--- config.mk ---
export PLATFORM = sky130hd
export DESIGN_NAME = sram_mix_sched
export DESIGN_NICKNAME = d
export VERILOG_FILES = /design/src/rtl/sram_mix_sched.sv
export SDC_FILE = /design/constraint.sdc
export NUM_CORES = 1
export LEC_CHECK = 0
export CORE_ASPECT_RATIO = 1.1
export CORE_MARGIN = 4
export CORE_UTILIZATION = 30
export CTS_BUF_LIST = sky130_fd_sc_hd__clkbuf_2
export CTS_CLUSTER_DIAMETER = 50
export DETAILED_ROUTE_END_ITERATION = 6
export MAX_ROUTING_LAYER = met4
export PLACE_DENSITY = 0.5
export SYNTH_ARGS = -nofsm -noshare
export SYNTH_HDL_FRONTEND = slang
export SYNTH_SLANG_ARGS = --single-unit
--- constraint.sdc ---
create_clock -name clk -period 2.9 [get_ports clk]
set_input_delay 0.58 -clock clk [delete_from_list [all_inputs] [get_ports clk]]
set_output_delay 0.58 -clock clk [all_outputs]
set_load 0.02 [all_outputs]
--- src/rtl/sram_mix_sched.sv ---
// sram_mix_sched: sample-tick driven scheduler for one asynchronous SRAM.
// Handles recording and playback, one 16-bit sample per audio frame.
// Defining SRAM_MIX_EN builds the mix engine. The engine averages track 2
// into track 1, one index at a time.
// Without SRAM_MIX_EN, mode 11 behaves as idle, mix_start is ignored, and
// busy and mix_done are tied low.
module sram_mix_sched #(
  parameter int ADDR_W      = 18,
  parameter int TRACK_LEN   = 128000,
  parameter int TRACK2_BASE = 128000
) (
  input  logic              clk,
  input  logic              AUD_DACLRCK,
  input  logic              sample_tick,
  input  logic [1:0]        mode,
  input  logic              mix_start,
  input  logic [15:0]       rec_sample,
  output logic [15:0]       play_sample,
  output logic              play_valid,
  output logic              busy,
  output logic              mix_done,
  output logic              overrun,
  output logic [ADDR_W-1:0] sram_addr,
  output logic [15:0]       sram_wdata,
  input  logic [15:0]       sram_rdata,
  output logic              sram_we_n,
  output logic              sram_oe_n,
  output logic              sram_dq_oe
);

  typedef enum logic [2:0] {
    IDLE     = 3'd0,
    REC_WR   = 3'd1,
    PLAY_RD  = 3'd2,
    PLAY_CAP = 3'd3
`ifdef SRAM_MIX_EN
    ,
    MIX_RD1  = 3'd4,
    MIX_RD2  = 3'd5,
    MIX_WR   = 3'd6,
    MIX_END  = 3'd7
`endif
  } state_t;

  localparam logic [ADDR_W-1:0] LAST_IDX = ADDR_W'(TRACK_LEN - 1);

  state_t            r_state;
  state_t            w_stateNext;
  logic [ADDR_W-1:0] r_ptr;
  logic [ADDR_W-1:0] w_ptrNext;
  logic [1:0]        r_modePrev;
  logic [ADDR_W-1:0] r_addr;
  logic [ADDR_W-1:0] w_addrNext;
  logic [15:0]       r_wdata;
  logic [15:0]       w_wdataNext;
  logic              r_weN;
  logic              w_weNNext;
  logic              r_oeN;
  logic              w_oeNNext;
  logic              r_dqOe;
  logic              w_dqOeNext;
  logic [15:0]       r_playSample;
  logic [15:0]       w_playSampleNext;
  logic              r_playValid;
  logic              w_playValidNext;
  logic              r_overrun;
  logic              w_overrunNext;

  logic              w_modeChanged;
  logic [ADDR_W-1:0] w_ptrCur;
  logic [ADDR_W-1:0] w_ptrInc;
  logic              w_tickActive;

`ifdef SRAM_MIX_EN
  logic [ADDR_W-1:0] r_idx;
  logic [ADDR_W-1:0] w_idxNext;
  logic              r_busy;
  logic              w_busyNext;
  logic              r_mixDone;
  logic              w_mixDoneNext;
  logic [15:0]       r_track1Sample;
  logic [15:0]       w_track1SampleNext;
  logic signed [16:0] w_sum;
  logic [15:0]       w_avg;

  // The sign-extended 17-bit sum cannot overflow, so halving it always fits in 16 bits.
  assign w_sum = {r_track1Sample[15], r_track1Sample} + {sram_rdata[15], sram_rdata};
  assign w_avg = 16'(w_sum >>> 1);
  assign busy     = r_busy;
  assign mix_done = r_mixDone;
`else
  logic w_unusedMixStart;

  assign w_unusedMixStart = mix_start;
  assign busy             = 1'b0;
  assign mix_done         = 1'b0;
`endif

  // A mode change resets the pointer. A tick in that same cycle must already see address 0.
  assign w_modeChanged = (mode != r_modePrev);
  assign w_ptrCur      = w_modeChanged ? '0 : r_ptr;
  assign w_ptrInc      = (r_ptr == LAST_IDX) ? '0 : r_ptr + 1'b1;
  assign w_tickActive  = sample_tick && ((mode == 2'b01) || (mode == 2'b10));

  assign sram_addr   = r_addr;
  assign sram_wdata  = r_wdata;
  assign sram_we_n   = r_weN;
  assign sram_oe_n   = r_oeN;
  assign sram_dq_oe  = r_dqOe;
  assign play_sample = r_playSample;
  assign play_valid  = r_playValid;
  assign overrun     = r_overrun;

  // Next state plus the registered SRAM strobes for the state being entered; strobes default to released.
  always_comb begin
    w_stateNext      = r_state;
    w_ptrNext        = w_ptrCur;
    w_addrNext       = r_addr;
    w_wdataNext      = r_wdata;
    w_weNNext        = 1'b1;
    w_oeNNext        = 1'b1;
    w_dqOeNext       = 1'b0;
    w_playSampleNext = r_playSample;
    w_playValidNext  = 1'b0;
    w_overrunNext    = w_tickActive && (r_state != IDLE);
`ifdef SRAM_MIX_EN
    w_idxNext          = r_idx;
    w_busyNext         = r_busy;
    w_mixDoneNext      = 1'b0;
    w_track1SampleNext = r_track1Sample;
`endif
    case (r_state)
      IDLE: begin
        if (w_tickActive && (mode == 2'b01)) begin
          w_stateNext = REC_WR;
          w_addrNext  = w_ptrCur;
          w_wdataNext = rec_sample;
          w_weNNext   = 1'b0;
          w_dqOeNext  = 1'b1;
        end else if (w_tickActive && (mode == 2'b10)) begin
          w_stateNext = PLAY_RD;
          w_addrNext  = w_ptrCur;
          w_oeNNext   = 1'b0;
        end
`ifdef SRAM_MIX_EN
        else if ((mode == 2'b11) && mix_start) begin
          w_stateNext = MIX_RD1;
          w_busyNext  = 1'b1;
          w_idxNext   = '0;
          w_addrNext  = '0;
          w_oeNNext   = 1'b0;
        end
`endif
      end
      REC_WR: begin
        w_stateNext = IDLE;
        if (!w_modeChanged) w_ptrNext = w_ptrInc;
      end
      PLAY_RD: begin
        w_stateNext      = PLAY_CAP;
        w_playSampleNext = sram_rdata;
        w_playValidNext  = 1'b1;
        if (!w_modeChanged) w_ptrNext = w_ptrInc;
      end
      PLAY_CAP: begin
        w_stateNext = IDLE;
      end
`ifdef SRAM_MIX_EN
      MIX_RD1: begin
        w_stateNext        = MIX_RD2;
        w_track1SampleNext = sram_rdata;
        w_addrNext         = ADDR_W'(TRACK2_BASE) + r_idx;
        w_oeNNext          = 1'b0;
      end
      MIX_RD2: begin
        w_stateNext = MIX_WR;
        w_addrNext  = r_idx;
        w_wdataNext = w_avg;
        w_weNNext   = 1'b0;
        w_dqOeNext  = 1'b1;
      end
      MIX_WR: begin
        if (r_idx == LAST_IDX) begin
          w_stateNext   = MIX_END;
          w_busyNext    = 1'b0;
          w_mixDoneNext = 1'b1;
          w_ptrNext     = '0;
        end else begin
          w_stateNext = MIX_RD1;
          w_idxNext   = r_idx + 1'b1;
          w_addrNext  = r_idx + 1'b1;
          w_oeNNext   = 1'b0;
        end
      end
      MIX_END: begin
        w_stateNext = IDLE;
      end
`endif
      default: begin
        w_stateNext = IDLE;
      end
    endcase
  end

  // State and output registers; reset releases the SRAM bus at once so an in-flight write never strobes.
  always_ff @(posedge clk or posedge AUD_DACLRCK) begin
    if (AUD_DACLRCK) begin
      r_state        <= IDLE;
      r_ptr          <= '0;
      r_modePrev     <= 2'b00;
      r_addr         <= '0;
      r_wdata        <= '0;
      r_weN          <= 1'b1;
      r_oeN          <= 1'b1;
      r_dqOe         <= 1'b0;
      r_playSample   <= '0;
      r_playValid    <= 1'b0;
      r_overrun      <= 1'b0;
`ifdef SRAM_MIX_EN
      r_idx          <= '0;
      r_busy         <= 1'b0;
      r_mixDone      <= 1'b0;
      r_track1Sample <= '0;
`endif
    end else begin
      r_state        <= w_stateNext;
      r_ptr          <= w_ptrNext;
      r_modePrev     <= mode;
      r_addr         <= w_addrNext;
      r_wdata        <= w_wdataNext;
      r_weN          <= w_weNNext;
      r_oeN          <= w_oeNNext;
      r_dqOe         <= w_dqOeNext;
      r_playSample   <= w_playSampleNext;
      r_playValid    <= w_playValidNext;
      r_overrun      <= w_overrunNext;
`ifdef SRAM_MIX_EN
      r_idx          <= w_idxNext;
      r_busy         <= w_busyNext;
      r_mixDone      <= w_mixDoneNext;
      r_track1Sample <= w_track1SampleNext;
`endif
    end
  end

endmodule

==> metrics.cfg <==
[run_status]
status=finished clean

[critical_path]
rrSetupSlack_ns=0.84
worstSetupPathType=reg -> out
worst_path_max_delay_cell=clkdlybuf4s50_1
crit_path_start_kind=flop
cp-end-kind=primary output
arrival_ns=1.71
path_cells=clkdlybuf4s50_1
path_buf_inv=1
slowest_delay_ns=0.61
path_delay_family=buffers and inverters
path_max_fanout=1
cp.required_ns=2.32

[timing]
timing.fmax_ghz=0.4369
relSlewSlack_pct=46.27
tns_ns=0
rsz0062_at_grt=no
period_share_pct=78.92
tightest_slew_ns=0.8060
hold_violations=0
setup_viol_count_final=0
report.final.slew_viol_count=0
clock_skew_ns=0.02087
fin_crit_ns=2.289

[pwr]
total_power_uw=3615
ir_drop_uv=460.8
power_density_mw_per_mm2=773.8
leakage_uw=0.001905

[synthesis]
yosys.area_share.simple_pct=15.94
syn_area_mm2=0.003430
synth_top_area_share_pct=54.72
ys_types=43
synth.avg_cell_area_um2=11.13
ys_warn_count=0
synth_edf_count=0
synth_area_leader_cell=dfrtp_1
synth_top_family_by_area=simple AND/OR/NAND/NOR gates
seq_area_frac_synth_pct=56.26
ys_ff_latch=77
synth-compound-area-share_pct=9.230
muxShareOfSynthArea_pct=11.82
postSynth.asyncResetShare_pct=100.0
synth-adder-area-share_pct=1.824
ys_top_cells_by_area=dfrtp_1, mux2_2, nand2_1
syn_inst=308
synth_xor_area_share_pct=1.277
synth_flop_cell=dfrtp_1

[routing]
finalWirelength_um=8164
via_per_inst=4.795
drt_iter0_drc=94
drtAntennaViolNets=0
vias=2671
drc_errors=0
dr.pass1.iters=4
wl_per_cell_um=14.66

[clock_network]
cts.sinks=77
htreeDepth=3
cts-root-buf=clkbuf_2
hold_buffers=0
post_cts_buffers=0
cts_buffer_depth=2
cts_tree=built
clk_pin_slew_worst_paths_ns=0.22
numCtsBuffers=9
clk_latency_ns=0.53
cts_resized=0

[finish]
multi_input_area_mm2=0.001386
fill_cells=1112
regArea_mm2=0.001929
postLayoutCellArea_mm2=0.004672
layout-drive-gt1-share_pct=17.80
layout.nets=448
stdcell_count=557
syn_to_final_growth_pct=36.23
diodes=0

[floorplanning]
start_util_pct=31.01
ios=95
die-height_um=120.1
dieArea_mm2=0.01321
die_x_um=109.9
row_count=40
core_area_mm2=0.01106

[global_route]
use_met2_pct=19.99
grt_antenna_before_repair=0
grt_usage_pct=13.47
grt_max_degree=54
use_met1_pct=17.10
grt_pass1_wl_um=13370
use_met3_pct=3.658
gr-total-overflow=0
first_global_vias=2687
top_usage_layer=met2

[placed_design]
place_area_mm2=0.004556
gp_congestion=0.8567
dp.cells=541
dpl.hpwl_um=5859
portBuffers=91

[min_path]
hp-class=in -> async

[run]
drv_cap=0

per-layer routing:
metal | vias up | share of wire (%)
li1 | 1296 | -
met1 | 1282 | 45
met2 | 80 | 48
met3 | 13 | 5.8
met4 | 0 | 1.6
met5 | - | 0
state kept, by name, summed over array words and instances (netlist names):
signal / flops
play_sample: 16
play_valid: 1
sram_wdata: 16
sram_we_n: 1
r_modePrev: 2
overrun: 1
r_state: 2
sram_addr: 18
r_ptr: 18
sram_oe_n: 1
sram_dq_oe: 1
logic make-up (layout without fill, tap and decap cells):
group / after synthesis / in the layout
other: 1 / 2
buffers and inverters: 29 / 130
AND/OR/NAND/NOR: 106 / 106
AO/OA/AOI/OAI: 49 / 49
adder cells (fa/ha/maj): 5 / 5
flip-flops: 77 / 77
XOR/XNOR: 5 / 5
multiplexers: 36 / 36
synth_stat cells, types with 4 or more instances:
master,n
nand3_1,12
inv_1,10
o21ai_0,17
nor3_1,6
nor2_1,7
clkbuf_1,10
dfrtp_1,75
ha_1,5
buf_1,4
xor2_1,5
o211ai_1,9
and4_1,5
a21oi_1,6
o31ai_1,4
nand2_1,45
mux2_2,36
o2111ai_1,6
nand4_1,7
final timing paths:
| path | from | end | depth (start not counted) |
|---|---|---|---|
| min reg2reg | sram_addr[3] | sram_addr[3] | 2 |
| max in group asynchronous | AUD_DACLRCK | sram_we_n | 3 |
| min | AUD_DACLRCK | play_sample[14] | 2 |
| max | sram_we_n | sram_we_n | 1 |
| max reg2reg | r_state[0] | r_ptr[17] | 6 |
| min in group clk | sram_addr[3] | sram_addr[3] | 2 |
power by group:
group / internal, uW / switching (uW)
clock: 206 / 393
sequential: 1340 / 134
combinational: 779 / 763
layout by cell type, fill, tap and decap left out, types with 3 or more instances in the layout:
cell type,synthesis,layout
a21oi_1,6,6
nor4_1,3,3
buf_4,3,11
o211ai_1,9,9
and3_1,3,3
inv_1,10,9
o31ai_1,4,4
nor3b_1,3,3
nand2_1,45,45
clkbuf_2,0,11
nand4_1,7,7
ha_1,5,5
mux2_2,36,36
xor2_1,5,5
clkdlybuf4s50_1,0,91
and4_1,5,5
o21ai_0,17,17
nor3_1,6,6
clkinvlp_4,0,3
or3_1,3,3
o2111ai_1,6,6
nand3_1,12,12
nor2_1,7,7
dfrtp_1,75,75
worst register-to-register path, cell delays in order (launching register included):
cell,delay (ns)
dfrtp_1,0.40
inv_1,0.06
ha_1,0.54
clkinv_1,0.15
buf_4,0.19
or4_1,0.50
a21oi_1,0.16
layout make-up:
| class | instances | area share, % |
|---|---|---|
| Sequential cell | 77 | 41.30 |
| Multi-Input combinational cell | 203 | 29.67 |
| Timing Repair Buffer | 103 | 21.69 |
| Tap cell | 147 | 3.937 |
| Clock inverter | 5 | 1.312 |
| Clock buffer | 11 | 1.178 |
| Inverter | 11 | 0.9106 |
per-stage QoR:
step / worst slack, ns / hold WS [ns] / utilization, %
after floorplan: 0.3566 / 0.4713 / -
after global placement: 0.4364 / 0.4620 / 41.19
after detailed placement: 0.4132 / 0.4701 / 41.19
after CTS: 0.5154 / 0.2719 / 42.24
after global routing: 0.4721 / 0.3011 / 42.24
final: 0.6113 / 0.3258 / 42.24
Note: power is estimated with default switching activity, not from simulation.
